$ cat config.mk
export PLATFORM = sky130hd
export DESIGN_NAME = run_length_detector_flat
export DESIGN_NICKNAME = d
export VERILOG_FILES = /design/src/rtl/run_length_detector_if.sv /design/src/rtl/run_length_detector.sv /design/src/flat_wrapper.sv
export SDC_FILE = /design/constraint.sdc
export NUM_CORES = 1
export LEC_CHECK = 0
export CAP_MARGIN = 20
export CORE_MARGIN = 1.5
export CORE_UTILIZATION = 45
export DETAILED_ROUTE_END_ITERATION = 7
export PLACE_DENSITY_LB_ADDON = 0.2
export SYNTH_ARGS = -nofsm -noshare
export SYNTH_HDL_FRONTEND = slang
export SYNTH_SLANG_ARGS = --single-unit
$ cat constraint.sdc
create_clock -name sys_clock -period 2.6 [get_ports sys_clock]
set_input_delay 0.26 -clock sys_clock [delete_from_list [all_inputs] [get_ports sys_clock]]
set_output_delay 0.26 -clock sys_clock [all_outputs]
set_load 0.02 [all_outputs]
$ cat src/rtl/run_length_detector_if.sv
// Signal bundle for run_length_detector: a qualified serial sample in, registered run status out.
// w is accepted only in cycles where w_valid=1; there is no ready, the detector takes every valid sample.
interface run_length_detector_if #(
    parameter int CNT_W = 8
);
    logic             w;
    logic             w_valid;
    logic             clear_cnt;
    logic             z;
    logic             z_zero;
    logic             z_one;
    logic             detect_pulse;
    logic             run_bit;
    logic [CNT_W-1:0] run_len;
    logic [CNT_W-1:0] det_count;
    logic [2:0]       state_oh;

    modport master (
        output w, w_valid, clear_cnt,
        input  z, z_zero, z_one, detect_pulse, run_bit, run_len, det_count, state_oh
    );

    modport slave (
        input  w, w_valid, clear_cnt,
        output z, z_zero, z_one, detect_pulse, run_bit, run_len, det_count, state_oh
    );
endinterface

$ cat src/rtl/run_length_detector.sv
// Run-length detector: tracks consecutive equal valid samples of w and flags
// runs of RUN_ZERO zeros or RUN_ONE ones; every output comes straight from a flop.
module run_length_detector #(
    parameter int RUN_ZERO = 4,
    parameter int RUN_ONE  = 4,
    parameter int CNT_W    = 8
) (
    input logic                  sys_clock,
    input logic                  sys_reset,
    run_length_detector_if.slave bus
);
    typedef enum logic [2:0] {
        IDLE     = 3'b001,
        ZERO_RUN = 3'b010,
        ONE_RUN  = 3'b100
    } state_t;

    localparam logic [CNT_W-1:0] LEN_MAX  = {CNT_W{1'b1}};
    localparam logic [CNT_W-1:0] THR_ZERO = CNT_W'(RUN_ZERO);
    localparam logic [CNT_W-1:0] THR_ONE  = CNT_W'(RUN_ONE);

    state_t           state_q, state_d;
    logic             run_bit_q, run_bit_d;
    logic [CNT_W-1:0] run_len_q, run_len_d;
    logic [CNT_W-1:0] det_count_q, det_count_d;
    logic             detect_q, detect_d;
    logic             z_zero_q, z_zero_d;
    logic             z_one_q, z_one_d;
    logic             z_q, z_d;
    logic             grew;
    logic [CNT_W-1:0] thr;

    always_ff @(posedge sys_clock) begin
        if (sys_reset) begin
            state_q     <= IDLE;
            run_bit_q   <= 1'b0;
            run_len_q   <= '0;
            det_count_q <= '0;
            detect_q    <= 1'b0;
            z_zero_q    <= 1'b0;
            z_one_q     <= 1'b0;
            z_q         <= 1'b0;
        end else begin
            state_q     <= state_d;
            run_bit_q   <= run_bit_d;
            run_len_q   <= run_len_d;
            det_count_q <= det_count_d;
            detect_q    <= detect_d;
            z_zero_q    <= z_zero_d;
            z_one_q     <= z_one_d;
            z_q         <= z_d;
        end
    end

    always_comb begin
        state_d     = state_q;
        run_bit_d   = run_bit_q;
        run_len_d   = run_len_q;
        det_count_d = det_count_q;
        grew        = 1'b0;

        case (state_q)
            IDLE, ZERO_RUN, ONE_RUN: begin
                if (bus.w_valid) begin
                    if (state_q == IDLE || bus.w != run_bit_q) begin
                        state_d   = bus.w ? ONE_RUN : ZERO_RUN;
                        run_bit_d = bus.w;
                        run_len_d = CNT_W'(1);
                        grew      = 1'b1;
                    end else if (run_len_q != LEN_MAX) begin
                        run_len_d = run_len_q + 1'b1;
                        grew      = 1'b1;
                    end
                end
            end
            default: begin
                state_d   = IDLE;
                run_bit_d = 1'b0;
                run_len_d = '0;
            end
        endcase

        // Pulse only when the length actually steps onto the threshold, so a saturated run never re-fires.
        thr      = run_bit_d ? THR_ONE : THR_ZERO;
        detect_d = grew && (run_len_d == thr);
        z_zero_d = (state_d == ZERO_RUN) && (run_len_d >= THR_ZERO);
        z_one_d  = (state_d == ONE_RUN) && (run_len_d >= THR_ONE);
        z_d      = z_zero_d | z_one_d;

        if (bus.clear_cnt) begin
            det_count_d = '0;
        end else if (detect_d && det_count_q != LEN_MAX) begin
            det_count_d = det_count_q + 1'b1;
        end
    end

    assign bus.z            = z_q;
    assign bus.z_zero       = z_zero_q;
    assign bus.z_one        = z_one_q;
    assign bus.detect_pulse = detect_q;
    assign bus.run_bit      = run_bit_q;
    assign bus.run_len      = run_len_q;
    assign bus.det_count    = det_count_q;
    assign bus.state_oh     = state_q;
endmodule

$ cat src/flat_wrapper.sv
// flat-port wrapper written by rule: the top's interface ports become plain ports
module run_length_detector_flat 
#(
    parameter int RUN_ZERO = 4,
    parameter int RUN_ONE  = 4,
    parameter int CNT_W    = 8
)
  (sys_clock, sys_reset, bus_w, bus_w_valid, bus_clear_cnt, bus_z, bus_z_zero, bus_z_one, bus_detect_pulse, bus_run_bit, bus_run_len, bus_det_count, bus_state_oh);
  run_length_detector_if #(.CNT_W(CNT_W)) bus_i ();
  input logic sys_clock;
  input logic sys_reset;
  input wire logic [$bits(bus_i.w)-1:0] bus_w;
  input wire logic [$bits(bus_i.w_valid)-1:0] bus_w_valid;
  input wire logic [$bits(bus_i.clear_cnt)-1:0] bus_clear_cnt;
  output wire logic [$bits(bus_i.z)-1:0] bus_z;
  output wire logic [$bits(bus_i.z_zero)-1:0] bus_z_zero;
  output wire logic [$bits(bus_i.z_one)-1:0] bus_z_one;
  output wire logic [$bits(bus_i.detect_pulse)-1:0] bus_detect_pulse;
  output wire logic [$bits(bus_i.run_bit)-1:0] bus_run_bit;
  output wire logic [$bits(bus_i.run_len)-1:0] bus_run_len;
  output wire logic [$bits(bus_i.det_count)-1:0] bus_det_count;
  output wire logic [$bits(bus_i.state_oh)-1:0] bus_state_oh;
  assign bus_i.w = bus_w;
  assign bus_i.w_valid = bus_w_valid;
  assign bus_i.clear_cnt = bus_clear_cnt;
  assign bus_z = bus_i.z;
  assign bus_z_zero = bus_i.z_zero;
  assign bus_z_one = bus_i.z_one;
  assign bus_detect_pulse = bus_i.detect_pulse;
  assign bus_run_bit = bus_i.run_bit;
  assign bus_run_len = bus_i.run_len;
  assign bus_det_count = bus_i.det_count;
  assign bus_state_oh = bus_i.state_oh;
  run_length_detector #(.RUN_ZERO(RUN_ZERO), .RUN_ONE(RUN_ONE), .CNT_W(CNT_W)) u_core (.sys_clock(sys_clock), .sys_reset(sys_reset), .bus(bus_i));
endmodule
Word level (Yosys, flattened, before mapping)
Index checks and enable logic that the tools add are counted.

operators by class
  $add $sub $neg = 2
  order comparisons = 1
  equal/unequal tests = 9
  muxes and demuxes = 12
  bitwise operators = 2
  reductions and logical operators = 9

operators by type and width
  operator                                             count
  two-way mux 8 bit                                    4
  adder 8 x 1 -> 8 bit, second input constant          2
  != test 8 bit, second input constant                 2
  two-way mux 3 bit                                    4
  == test 8 x 3 -> 1 bit, second input constant        1
  >= comparator 8 x 3 -> 1 bit, second input constant  1
  == test 3 x 2 -> 1 bit, second input constant        2
  == test 3 bit, second input constant                 2
  logical AND 1 bit                                    4
  two-way mux 1 bit                                    4
  OR reduction 2 bit                                   2
  == test 3 x 1 -> 1 bit, second input constant        1
  OR reduction 3 bit                                   1
  AND reduction 2 bit                                  1
  logical OR 1 bit                                     1
  != test 1 bit                                        1
  inverter 1 bit                                       1
  OR 1 bit                                             1

word-level totals
  register bits after elaboration = 24
  input bits = 5
  output and inout bits = 24
  word-level logic and storage cells = 43

Longest topological paths before layout
Gate-level depths: netlist (run 1).

  depth in word-level cells = 8
  gate-level depth with buffers = 9
  gate-level depth less buffers = 8

Least setup slack after synthesis (run 1)
No wires, ideal clock.

  path kind = register -> register
  start point = reg u_core.run_len_q[0] (netlist: u_core.bus.run_len[0])
  end point = reg u_core.det_count_q[6] (netlist: u_core.bus.det_count[6])
  setup time = 0.071 ns
  data arrival time = 2.342 ns
  data required time = 2.529 ns
  slack = 0.187 ns
  cell stages (with the launch flop) = 10
  buffers on the path = 1
  clock period less this slack = 2.413 ns
  cell sequence = dfxtp_1 -> ha_1 -> nand3_1 -> or4b_1 -> o221ai_1 -> o211ai_2 -> nand4b_4 -> buf_6 -> or3_1 -> a21oi_1

on the way
  longest elaborated chain between the ends = 8

RTL lines
  element                                                       line                                                  source
  from (decl)                                                   run_length_detector.sv:24                             logic [CNT_W-1:0] run_len_q, run_len_d;
  from (signal assigned)                                        run_length_detector.sv:46                             run_len_q <= run_len_d;
  adder 8 x 1 -> 8 bit / != test 8 bit (equally long branches)  run_length_detector.sv:71, run_length_detector.sv:70
  two-way mux 8 bit                                             run_length_detector.sv:70                             end else if (run_len_q != LEN_MAX) begin
  two-way mux 8 bit                                             run_length_detector.sv:65                             if (state_q == IDLE || bus.w != run_bit_q) begin
  two-way mux 8 bit                                             run_length_detector.sv:64                             if (bus.w_valid) begin
  two-way mux 8 bit                                             run_length_detector.sv:62                             case (state_q)
  == test 8 x 3 -> 1 bit                                        run_length_detector.sv:85                             detect_d = grew && (run_len_d == thr);
  logical AND 1 bit (*)                                         run_length_detector.sv:85
  logical AND 1 bit (*)                                         run_length_detector.sv:92                             end else if (detect_d && det_count_q != LEN_MAX) begin
  to (signal assigned)                                          run_length_detector.sv:47                             det_count_q <= det_count_d;
  to (decl)                                                     run_length_detector.sv:25                             logic [CNT_W-1:0] det_count_q, det_count_d;

Every way passes the cells marked *; elsewhere a longest branch is shown, timed or not.
A chain may end at the register's enable or synchronous reset.

Final worst setup path (run 1)
  start point = reg u_core.run_len_q[1] (netlist: u_core.bus.run_len[1])
  end point = reg u_core.det_count_q[5] (netlist: u_core.bus.det_count[5])

Same word-level chain as after synthesis.

==> impl_metrics.json, run 1 <==
{
  "status": "finished clean",
  "p_total_uw": 803.3,
  "power.internal_uw": 598.5,
  "clock_skew_ns": 0.006949,
  "cts_tree": "built",
  "holdBufCountCts": 0,
  "synthArstFlopShare": 0,
  "cp-end-kind": "register",
  "yosys.area.top_type": "dfxtp_1",
  "cp_data_required_time_ns": 2.87,
  "syn_area_um2": 1318,
  "hold_path_startpoint": "u_core.bus.det_count[7]$_SDFFE_PP0P_",
  "wire_per_inst_um": 14.39,
  "reg2reg_depth": 8,
  "critPathKind": "register to register",
  "timing.rr.end": "u_core.bus.det_count[5]$_SDFFE_PP0P_",
  "postRouteAntennaNets": 0,
  "gp_congestion": 0.9669,
  "yosys_warnings": 0,
  "synthCells": 151,
  "yosysSeqAreaShare": 0.3647,
  "synth_nets": 158,
  "min_to": "u_core.bus.det_count[7]$_SDFFE_PP0P_",
  "drt_iter0_drc": 34,
  "min_period_ns": 2.458,
  "ir_worst_vdd_mv": 0.4268,
  "synth_edf_count": 0,
  "pwr-share-comb": 0.175,
  "hold_class": "register to register",
  "pin_count": 29,
  "cts_sinks": 24,
  "portBuffers": 28,
  "synth_seq_cells": 24,
  "cts_made_buffers": 3,
  "slew_viol_final": 0,
  "fillers": 237,
  "power.density_nw_per_um2": 443.7,
  "coreArea_um2": 2758,
  "worst_setup_path_start_kind": "register",
  "hold_viol": 0,
  "die_width_um": 57.11,
  "crit_fanout": 5,
  "dr.pass1.iters": 4,
  "p_switching_uw": 204.8,
  "pwr-share-seq": 0.483,
  "max_slew_margin": 0.6690,
  "dieArea_um2": 3262,
  "drive_above_1_share": 0.1910,
  "fp.dieH_um": 57.11,
  "switching_share": 0.2549,
  "max_freq_mhz": 406.9,
  "tightest_slew_ns": 0.4965,
  "grt_pass1_wl_mm": 5.526,
  "drv_cap": 0,
  "cp.arrival_ns": 2.72,
  "via_per_inst": 5.730,
  "synth_area_leaders": "dfxtp_1, nor2_1, a21oi_1, o21ai_0, buf_6",
  "drc": 0,
  "r2r_slack_ns": 0.14,
  "area_growth_pct": 37.42,
  "final_nets": 207,
  "cts_setup_buffers": 0,
  "clk_path_buf_depth": 2,
  "rows": 19,
  "vias": 1318,
  "holdWs_ns": 0.5232,
  "ys_types": 42,
  "fin_util": 0.6565,
  "grt.total_usage": 0.2114,
  "setup_violations": 0,
  "gr-total-overflow": 0,
  "first_global_vias": 1219,
  "start_util": 0.4778,
  "place_hpwl_mm": 2.462,
  "post_cts_resized": 0,
  "r2r-start": "u_core.bus.run_len[1]$_SDFF_PP0_",
  "synth_ff_type": "dfxtp_1",
  "rsz0062_at_grt": "no",
  "postSynthAreaPerCell_um2": 8.725,
  "path_clk_slew_ns": 0.14,
  "synth_top_area_frac": 0.3647,
  "clk_latency_ns": 0.32,
  "wl_mm": 3.309,
  "grt_max_degree": 15,
  "leakage_nw": 0.6777,
  "hold_depth": 2,
  "antenna_found_initial": 0,
  "h-tree-depth": 1,
  "period_share": 0.9453,
  "power.share.clock": 0.343,
  "antennaDiodeCount": 0,
  "root_buffer": "clkbuf_4"
}
cells in the mapped netlist, drive strengths merged, types with 2 or more instances:
master and instances:
dfxtp 24, nor2 18, a21oi 10, nand2 10
o21ai 10, inv 8, nand3 8, nand2b 5
buf 4, o211ai 4, o221ai 4, and4 3
nand4 3, or3 3, or4 3, xor2 3
a211oi 2, a21o 2, and2 2, ha 2
nor2b 2, nor3 2, o21bai 2, o31ai 2
how the worst max path moves through the flow:
stage,startpoint,end,slack (ns)
floorplan,u_core.bus.run_len[0]$_SDFF_PP0_,u_core.bus.det_count[6]$_SDFFE_PP0P_,0.19
global placement,bus_w,u_core.bus.det_count[5]$_SDFFE_PP0P_,-0.03
detailed placement,bus_w,u_core.bus.det_count[7]$_SDFFE_PP0P_,-0.09
CTS,u_core.bus.run_len[1]$_SDFF_PP0_,u_core.bus.det_count[5]$_SDFFE_PP0P_,0.04
global route,u_core.bus.state_oh[1]$_SDFF_PP0_,u_core.bus.det_count[5]$_SDFFE_PP0P_,0.02
finish,u_core.bus.run_len[1]$_SDFF_PP0_,u_core.bus.det_count[5]$_SDFFE_PP0P_,0.14
critical path, cell delays in order (launching register included):
cell	delay, ns
dfxtp_4	0.39
ha_2	0.22
nand3_1	0.10
or4b_1	0.49
o221ai_1	0.14
o211ai_2	0.17
nand4b_4	0.23
or4_1	0.49
a21oi_1	0.16
final cells by class:
type	count	area (µm²)	area share
clock inverters	1	30.03	0.01659
flip-flops and latches	24	485.5	0.2681
repair buffers	49	437.9	0.2419
multi-input cells	114	765.7	0.4229
well taps	31	38.79	0.02142
inverters	8	30.03	0.01659
clock buffers	3	22.52	0.01244
power groups by stage:
stage               logic [mW]  clock network, mW  registers (mW)
CTS                      0.139              0.280           0.388
global route             0.153              0.296           0.389
detailed placement       0.138                  0           0.397
floorplan               0.0769                  0           0.404
global placement         0.135                  0           0.396
finish                   0.140              0.275           0.388
logic make-up (layout without fill, tap and decap cells):
group / Yosys count / count (layout) / share of synthesized area
AO/OA/AOI/OAI: 41 / 41 / 0.2222
flip-flops: 24 / 24 / 0.3647
multiplexers: 1 / 1 / 0.007598
adder cells (fa/ha/maj): 2 / 2 / 0.01899
XOR/XNOR: 4 / 4 / 0.03230
AND/OR/NAND/NOR: 65 / 66 / 0.2868
buffers and inverters: 14 / 61 / 0.06742
flip-flops by register name, summed over array words and instances (netlist names):
register / flops
u_core.bus.run_bit: 1
u_core.bus.z_one: 1
u_core.bus.state_oh: 3
u_core.bus.det_count: 8
u_core.bus.z: 1
u_core.bus.run_len: 8
u_core.bus.detect_pulse: 1
u_core.bus.z_zero: 1
layer usage:
metal | track usage | vias up | share of wire
li1 | - | 655 | -
met1 | 0.2752 | 623 | 0.46
met2 | 0.3498 | 29 | 0.48
met3 | 0.03401 | 11 | 0.037
met4 | 0.08638 | 0 | 0.023
met5 | 0 | - | 0
metrics by stage:
stage	instances	setup WS, ns	setup TNS [ns]	instance area (µm²)
finish	230	0.1422	0	1810
global route	230	0.01530	0	1810
CTS	229	0.04334	0	1788
detailed placement	225	-0.09385	-0.2671	1735
global placement	225	-0.02530	-0.03270	1735
floorplan	151	0.1870	0	1318
cell usage in the layout (no fill, tap or decap), drive strengths merged, types with 3 or more instances in the layout:
cell type      count
clkdlybuf4s50     28
dfxtp             24
buf               21
nor2              18
nand2             10
o21ai             10
a21oi             10
inv                8
nand3              8
nand2b             5
o221ai             4
o211ai             4
and4               3
nand4              3
or4                3
or3                3
clkbuf             3
xor2               3
No activity file was read; power rests on OpenSTA's default activity.
==> run 2: changes to the inputs <==
--- a/config.mk
+++ b/config.mk
@@ -6,6 +6,7 @@
 export NUM_CORES = 1
 export LEC_CHECK = 0
 export CAP_MARGIN = 20
+export CORE_ASPECT_RATIO = 2
 export CORE_MARGIN = 1.5
 export CORE_UTILIZATION = 45
 export DETAILED_ROUTE_END_ITERATION = 7
==> run 2 against run 1 <==
  * Via count about the same
  * Sequential share of layout area up 0.071 points
  * Combinational power up 3%
  * Maximum frequency up 0.99%
  * Setup slack better by 0.024 ns
  * Wire length up 1.5%
  * Utilization down 0.97 points
  * Cell count down 1.7%
  * Critical path type is now input port to register
  * Register-to-register slack better by 0.08 ns
  * Cell area down 1.0%
  * Clock power down 18%
==> impl_metrics.json, run 2 (same netlist as run 1, synthesis figures left out) <==
{
  "status": "finished clean",
  "drv_cap": 0,
  "r2r_slack_ns": 0.22,
  "wl_mm": 3.357,
  "crit_fanout": 5,
  "seq_area_um2": 481.7,
  "antennaDiodeCount": 0,
  "fillers": 257,
  "final_cell_mix": "clkdlybuf4s50_1, dfxtp_1, buf_4",
  "place_area_um2": 1718,
  "root_buffer": "clkbuf_8",
  "max_slew_margin": 0.6391,
  "postRouteAntennaNets": 0,
  "clk_path_buf_depth": 2,
  "wire_per_inst_um": 14.85,
  "hold_class": "register to register",
  "critPathKind": "input port to register",
  "pre_cts_slack_ns": -0.09272,
  "multi_input_area_um2": 772.0,
  "die_width_um": 41.26,
  "clock_skew_ns": 0.004240,
  "antenna_found_initial": 0,
  "cp.arrival_ns": 2.64,
  "period_share": 0.9360,
  "grt_pass1_wl_mm": 5.388,
  "leakage_nw": 0.6667,
  "fin_ws_ns": 0.1663,
  "final_nets": 206,
  "timing.rr.end": "u_core.bus.det_count[7]$_SDFFE_PP0P_",
  "ir_worst_vdd_mv": 0.3594,
  "cts_made_buffers": 3,
  "drc": 0,
  "start_util": 0.4756,
  "rows": 27,
  "via_per_inst": 5.836,
  "place_hpwl_mm": 2.624,
  "hold_viol": 0,
  "setup_violations": 0,
  "min_to": "u_core.bus.det_count[6]$_SDFFE_PP0P_",
  "gr-total-overflow": 0,
  "cp-end-kind": "register",
  "crit_path_start": "bus_w",
  "holdBufCountCts": 0,
  "path_clk_slew_ns": 0.08,
  "cts_tree": "built",
  "dieArea_um2": 3281,
  "final_area_um2": 1792,
  "fp.dieH_um": 79.52,
  "drt_iter0_drc": 21,
  "coreArea_um2": 2770,
  "cts_sinks": 24,
  "pin_count": 29,
  "dp.cells": 221,
  "min_period_ns": 2.434,
  "area_growth_pct": 35.99,
  "max_freq_mhz": 410.9,
  "power.density_nw_per_um2": 421.2,
  "final_common_cell": "clkdlybuf4s50_1",
  "tightest_slew_ns": 0.5413,
  "dr.pass1.iters": 4,
  "slew_viol_final": 0,
  "vias": 1319,
  "holdWs_ns": 0.5154,
  "h-tree-depth": 1,
  "r2r-start": "u_core.bus.run_bit$_SDFFE_PP0P_",
  "clk_latency_ns": 0.27,
  "reg2reg_depth": 7,
  "hold_depth": 2,
  "first_global_vias": 1277,
  "cp_data_required_time_ns": 2.80,
  "rsz0062_at_grt": "no",
  "hold_path_startpoint": "u_core.bus.det_count[6]$_SDFFE_PP0P_",
  "grt_max_degree": 13,
  "worst_setup_path_start_kind": "input port",
  "fin_cells": 226,
  "drive_above_1_share": 0.1827,
  "portBuffers": 28,
  "gp_congestion": 0.8488,
  "grt.total_usage": 0.2323
}
run 2: timing repair:
item                                    4_1_cts  5_1_grt
resized for setup                             0        3
endpoints found under the setup margin        0        4
buffers inserted                              0        1
run 2: worst max-delay path, cell delays in order:
cell and delay, ns:
clkdlybuf4s50_1 0.46, xor2_2 0.19, a221oi_4 0.39, nor2_2 0.11, nor4_4 0.42, nand4b_4 0.18
or4_1 0.49, a21oi_1 0.15
run 2: report_power, final:
group / total [mW] / internal [mW] / switching, mW
Clock: 0.225 / 0.104 / 0.121
Sequential: 0.387 / 0.376 / 0.0108
Combinational: 0.144 / 0.0674 / 0.0761
Total: 0.755 / 0.547 / 0.208
run 2: how the worst max path moves through the flow:
stage,endpoint
floorplan,u_core.bus.det_count[6]$_SDFFE_PP0P_
global placement,u_core.bus.det_count[7]$_SDFFE_PP0P_
detailed placement,u_core.bus.det_count[5]$_SDFFE_PP0P_
CTS,u_core.bus.det_count[7]$_SDFFE_PP0P_
global route,u_core.bus.det_count[5]$_SDFFE_PP0P_
finish,u_core.bus.det_count[7]$_SDFFE_PP0P_
run 2: stage by stage:
step                utilization  power [mW]  setup TNS [ns]
global route             0.6468      0.7866               0
CTS                      0.6351      0.7529               0
floorplan                     -      0.4808               0
finish                   0.6468      0.7548               0
detailed placement       0.6201      0.5377         -0.2880
global placement         0.6201      0.5341        -0.04190
run 2: cell type report:
| type | instances | area share |
|---|---|---|
| multi-input combinational | 114 | 0.4309 |
| sequential | 24 | 0.2689 |
| timing repair buffer | 48 | 0.2402 |
| clock buffer | 3 | 0.02304 |
| tap | 29 | 0.02025 |
| inverter | 8 | 0.01676 |
run 2: metal layers:
layer / global-route usage / routed length (µm) / vias to the layer above
met3: 0.03900 / 114 / 7
met4: 0.08710 / 67 / 0
li1: - / - / 657
met2: 0.4313 / 1966 / 29
met1: 0.2275 / 1209 / 626
met5: 0 / 0 / -
